### config.mk
export PLATFORM = sky130hd
export DESIGN_NAME = seq_pattern_detector
export DESIGN_NICKNAME = d
export VERILOG_FILES = /design/src/rtl/seq_det_pkg.sv /design/src/rtl/seq_det_history.sv /design/src/rtl/seq_pattern_detector.sv
export SDC_FILE = /design/constraint.sdc
export NUM_CORES = 1
export LEC_CHECK = 0
export ABC_AREA = 1
export CAP_MARGIN = 15
export CELL_PAD_IN_SITES_DETAIL_PLACEMENT = 2
export CELL_PAD_IN_SITES_GLOBAL_PLACEMENT = 2
export CORE_ASPECT_RATIO = 0.9
export CORE_MARGIN = 3
export CORE_UTILIZATION = 33
export CTS_CLUSTER_DIAMETER = 120
export DETAILED_ROUTE_END_ITERATION = 12
export GPL_ROUTABILITY_DRIVEN = 0
export MAX_ROUTING_LAYER = met4
export PLACE_DENSITY = 0.83
export SYNTH_ARGS = -nofsm -noshare
export SYNTH_HDL_FRONTEND = slang
export SYNTH_SLANG_ARGS = --single-unit
### constraint.sdc
create_clock -name clk -period 4.8 [get_ports clk]
set_clock_uncertainty 0.2 [all_clocks]
set_input_delay 1.2 -clock clk [delete_from_list [all_inputs] [get_ports clk]]
set_output_delay 1.2 -clock clk [all_outputs]
set_load 0.01 [all_outputs]
### src/rtl/seq_det_pkg.sv
// seq_det_pkg: shared state encoding and length/mask helpers for the pattern detector
package seq_det_pkg;
  typedef enum logic {ST_IDLE, ST_HUNT} state_e;
  localparam int MAX_PAT_W = 64;
  function automatic int len_w(int pat_w);
    return $clog2(pat_w + 1);
  endfunction
  function automatic int clamp_len(int len, int pat_w);
    return (len == 0 || len > pat_w) ? pat_w : len;
  endfunction
  function automatic logic [MAX_PAT_W-1:0] len_mask(int len);
    return (len >= MAX_PAT_W) ? '1 : (MAX_PAT_W'(1) << len) - 1'b1;
  endfunction
endpackage

### src/rtl/seq_det_history.sv
// seq_det_history: bit-history shift register with saturating fill counter
module seq_det_history #(
  parameter int PAT_W = 8,
  parameter int LEN_W = 4
) (
  input  logic             clk,
  input  logic             reset,
  input  logic             shift,
  input  logic             clear,
  input  logic             restart,
  input  logic             in,
  output logic [PAT_W-1:0] nhist,
  output logic [LEN_W-1:0] fill
);
  logic [PAT_W-2:0] hist_q, hist_d;
  logic [LEN_W-1:0] fill_q, fill_d;
  assign nhist = {hist_q, in};
  assign fill = fill_q;
  // the oldest bit falls off the top; restart keeps the bits but forgets how many are valid
  always_comb begin
    hist_d = clear ? '0 : shift ? nhist[PAT_W-2:0] : hist_q;
    fill_d = (clear || (shift && restart)) ? '0 :
             (!shift || fill_q == LEN_W'(PAT_W)) ? fill_q : fill_q + 1'b1;
  end
  // history state register
  always_ff @(posedge clk or posedge reset) begin
    if (reset) begin
      hist_q <= '0;
      fill_q <= '0;
    end else begin
      hist_q <= hist_d;
      fill_q <= fill_d;
    end
  end
endmodule

### src/rtl/seq_pattern_detector.sv
// seq_pattern_detector: programmable serial pattern detector; SEQ_DET_MASK_EN adds cfg_mask don't-care bits
module seq_pattern_detector
  import seq_det_pkg::*;
#(
  parameter int PAT_W = 8,
  parameter int CNT_W = 16,
  localparam int LEN_W = len_w(PAT_W)
) (
  input  logic             clk,
  input  logic             reset,
  input  logic             cfg_load,
  input  logic [PAT_W-1:0] cfg_pattern,
  input  logic [LEN_W-1:0] cfg_len,
  input  logic             cfg_overlap,
`ifdef SEQ_DET_MASK_EN
  input  logic [PAT_W-1:0] cfg_mask,
`endif
  input  logic             en,
  input  logic             in_valid,
  input  logic             in,
  output logic             armed,
  output logic             out,
  output logic [CNT_W-1:0] match_cnt
);
  state_e st_q, st_d;
  logic [PAT_W-1:0] pat_q, pat_d, nhist, cmp_mask;
  logic [LEN_W-1:0] len_q, len_d, fill;
  logic ovl_q, ovl_d, out_q, out_d, accept, hit;
  logic [CNT_W-1:0] cnt_q, cnt_d;
`ifdef SEQ_DET_MASK_EN
  logic [PAT_W-1:0] mask_q, mask_d;
  assign mask_d = cfg_load ? cfg_mask : mask_q;
  assign cmp_mask = PAT_W'(len_mask(int'(len_q))) & ~mask_q;
  // don't-care mask register
  always_ff @(posedge clk or posedge reset) begin
    if (reset) mask_q <= '0;
    else mask_q <= mask_d;
  end
`else
  assign cmp_mask = PAT_W'(len_mask(int'(len_q)));
`endif
  assign accept = (st_q == ST_HUNT) && en && in_valid && !cfg_load;
  assign hit = ((LEN_W+1)'(fill) + 1'b1 >= (LEN_W+1)'(len_q)) &&
               (((nhist ^ pat_q) & cmp_mask) == '0);
  assign armed = (st_q == ST_HUNT);
  assign out = out_q;
  assign match_cnt = cnt_q;
  seq_det_history #(.PAT_W(PAT_W), .LEN_W(LEN_W)) u_hist (
    .clk(clk),
    .reset(reset),
    .shift(accept),
    .clear(cfg_load),
    .restart(hit && !ovl_q),
    .in(in),
    .nhist(nhist),
    .fill(fill)
  );
  // next state: cfg_load (re)arms and wipes counts; hits pulse out and bump the saturating count
  always_comb begin
    st_d = cfg_load ? ST_HUNT : st_q;
    pat_d = cfg_load ? cfg_pattern : pat_q;
    len_d = cfg_load ? LEN_W'(clamp_len(int'(cfg_len), PAT_W)) : len_q;
    ovl_d = cfg_load ? cfg_overlap : ovl_q;
    out_d = accept && hit;
    cnt_d = cfg_load ? '0 : (out_d && cnt_q != '1) ? cnt_q + 1'b1 : cnt_q;
  end
  // state and configuration registers
  always_ff @(posedge clk or posedge reset) begin
    if (reset) begin
      st_q <= ST_IDLE;
      pat_q <= '0;
      len_q <= '0;
      ovl_q <= 1'b0;
      out_q <= 1'b0;
      cnt_q <= '0;
    end else begin
      st_q <= st_d;
      pat_q <= pat_d;
      len_q <= len_d;
      ovl_q <= ovl_d;
      out_q <= out_d;
      cnt_q <= cnt_d;
    end
  end
endmodule
==> flow_summary.toml <==
[outcome]
status = "completed"

[worst_hold_path]
holdPathStages = 1
min_path_type = "reg -> reg"
hp-start = "armed$_DFFE_PP0P_"
worstHoldEndpoint = "armed$_DFFE_PP0P_"

[route]
avgViaCountPerCell = 5.02
wirelength_um = 7960
drt_iter0_drc = 87
postRouteAntennaNets = 0
num_vias = 2350
wl_per_cell_um = 17.0
drc = 0
drtPass1Iterations = 4

[worst_setup_path]
crit_path_frequent_cell = "nand2_1"
crit_type = "in -> reg"
crit_required_ps = 4830
r2r-end = "match_cnt[12]$_DFFE_PP0P_"
endpoint_kind = "flop"
path_max_fanout = 34
rrSetupSlack_ps = 2090
reg2reg_depth = 10
crit-reg2reg-launch = "u_hist.fill[0]$_DFFE_PP0P_"
cpPeakStageDelay_ps = 450
path_cells = "clkdlybuf4s50_1 -> buf_4 -> nor2_1 -> nand2_1 -> nor2_1 -> nand2_1 -> nor2_4 -> nand4_4 -> nand2_4 -> nand2_1 -> nand2_1"
crit_buf_inv = 2
critical_path_arrival_ps = 3360
slowest_stage = "clkdlybuf4s50_1"
crit_family = "simple AND/OR/NAND/NOR gates"
critPathLaunchType = "primary input"

[sta]
finalSetupTns_ps = 0
setup_ws_ps = 1470
worst_slew_pin_slew_ps = 841
min_period_ps = 3330
finalSetupViolCount = 0
finalHoldViolations = 0
maxSlewHeadroom = 0.439
fmax_mhz = 300
slew_violations = 0
timing.final.crit_share = 0.694
rsz0062_at_grt = "no"

[finish]
synthToLayoutAreaGrowth_pct = 22.2
regArea_mm2 = 0.00105
fill_cells = 860
num-nets-final = 402
layout.cells.non_filler = 468
diodes = 0
multi_input_area_mm2 = 0.00127
layout-drive-gt1-share = 0.0507

[place]
pre_cts_ws_ps = 1180
hpwl_um = 5940
dpl.cell_count = 461
placement.io_buffers = 36

[global_routing]
grt_pass1_vias = 2668
grt_max_degree = 43
grt-ovfl-total = 0
antenna_found_initial = 0
grt_util_all_layers = 0.202
grt_pass1_wl_um = 13600

[synth]
synth_nets = 365
yosysSeqAreaShare = 0.414
postSynthAreaPerCell_um2 = 7.50
ys_seq_elements = 42
synth_area_mm2 = 0.00254
synth.distinct_cells = 31
syn_inst = 338
yosysWarningCount = 0

[clocking]
clk_latency_ps = 300
post_cts_resized = 0
cts_tree = "yes"
cts_buffers = 5
clockRootBuffer = "clkbuf_8"
clk_pin_slew_ps = 80
cts.sinks = 42
cts_hold_buf = 0
post_cts_buffers = 0
h-tree-depth = 2
clock_path_buffers = 2

[pwr]
p_comb_frac = 0.155
switching_share = 0.271
p_total_mw = 0.794
internal_power_mw = 0.579
power.switching_mw = 0.215
seq_power_share = 0.480
ir_worst_vdd_mv = 0.133
cellPowerDensity_mw_per_mm2 = 256
leakagePower_nw = 1.47
power.share.clock = 0.365

[die]
start_util = 0.349
num_io_pins = 37
core_mm2 = 0.00726
die-area_mm2 = 0.00877
fp.dieW_um = 98.4
die_h_um = 89.2
num_rows = 29

[flow_run]
max_cap_violations = 0
==> metal layers <==
metal | GRT usage | routed length (um) | vias to the layer above
met1 | 0.252 | 3790 | 1162
met2 | 0.353 | 3920 | 29
met4 | 0.0459 | 91 | 0
met3 | 0.0281 | 153 | 7
li1 | - | - | 1152
met5 | - | 0 | -
==> worst max path at each step <==
stage / startpoint / to / slack, ps / cells after the start
6_report: cfg_load / match_cnt[12]$_DFFE_PP0P_ / 1470 / 11
3_3_place_gp: cfg_load / match_cnt[3]$_DFFE_PP0P_ / 1280 / 11
4_1_cts: cfg_load / match_cnt[12]$_DFFE_PP0P_ / 1420 / 11
3_5_place_dp: cfg_load / match_cnt[14]$_DFFE_PP0P_ / 1180 / 11
2_1_floorplan: cfg_load / match_cnt[0]$_DFFE_PP0P_ / 2200 / 10
5_1_grt: cfg_load / match_cnt[12]$_DFFE_PP0P_ / 1220 / 11
==> power groups by stage <==
stage | logic (mW) | registers [mW] | clock network, mW
3_3_place_gp | 0.119 | 0.387 | 0
2_1_floorplan | 0.0790 | 0.384 | 0
3_5_place_dp | 0.125 | 0.388 | 0
5_1_grt | 0.142 | 0.384 | 0.314
4_1_cts | 0.126 | 0.381 | 0.300
6_report | 0.123 | 0.381 | 0.290
==> synthesized netlist by cell type, drive strengths merged <==
cell,count,area share
inv,47,0.070
nor3,8,0.016
a21oi,3,0.0059
a21boi,3,0.0089
a31oi,1,0.0025
clkbuf,5,0.0074
or2,1,0.0025
a21o,1,0.0030
dfrtp,42,0.41
o21ai,11,0.022
o22ai,7,0.017
ha,8,0.039
buf,3,0.0094
nand4,10,0.033
o2111a,1,0.0044
and3,1,0.0025
nor2,32,0.055
nand3,37,0.075
xor2,12,0.041
nor3b,1,0.0030
nand2,99,0.15
xnor2,5,0.017
==> layout make-up <==
type	instances	share of cell area
inverter	47	0.0569
tap	93	0.0376
clock inverter	1	0.00969
sequential	42	0.339
clock buffer	6	0.0267
timing repair buffer	38	0.121
multi-input combinational	241	0.409
==> flip-flops by register name, indices dropped and copies added, names as in the netlist <==
signal / flops
armed: 1
len_q: 4
u_hist.hist_q: 7
ovl_q: 1
pat_q: 8
u_hist.fill: 4
match_cnt: 16
out: 1
==> cells by family (layout without fill, tap and decap cells) <==
family | Yosys count | count (layout) | share of synthesized area
simple gates | 189 | 189 | 0.337
buf+inv | 55 | 92 | 0.0863
flops | 42 | 42 | 0.414
compound gates | 27 | 27 | 0.0636
xor+xnor | 17 | 17 | 0.0587
fa+ha+maj | 8 | 8 | 0.0395
==> per-stage QoR <==
| step | hold WS (ps) | utilization | cell area, um^2 |
|---|---|---|---|
| 2_1_floorplan | 261 | - | 2540 |
| 3_3_place_gp | 280 | 0.411 | 2990 |
| 3_5_place_dp | 307 | 0.411 | 2990 |
| 4_1_cts | 327 | 0.427 | 3100 |
| 5_1_grt | 352 | 0.427 | 3100 |
| 6_report | 325 | 0.427 | 3100 |
==> cell usage in the layout (no fill, tap or decap), types with 5 or more instances in the layout <==
cell type,synthesis,routed
clkbuf_8,0,6
nor3_1,8,8
inv_1,47,46
nor2_1,28,28
nand2_1,97,97
nand3_1,36,36
ha_1,8,8
o21ai_0,11,11
xor2_1,12,12
clkdlybuf4s50_1,0,36
nand4_1,8,8
xnor2_1,5,5
o22ai_1,7,7
dfrtp_1,42,42
(Power assumes the default switching activity.)
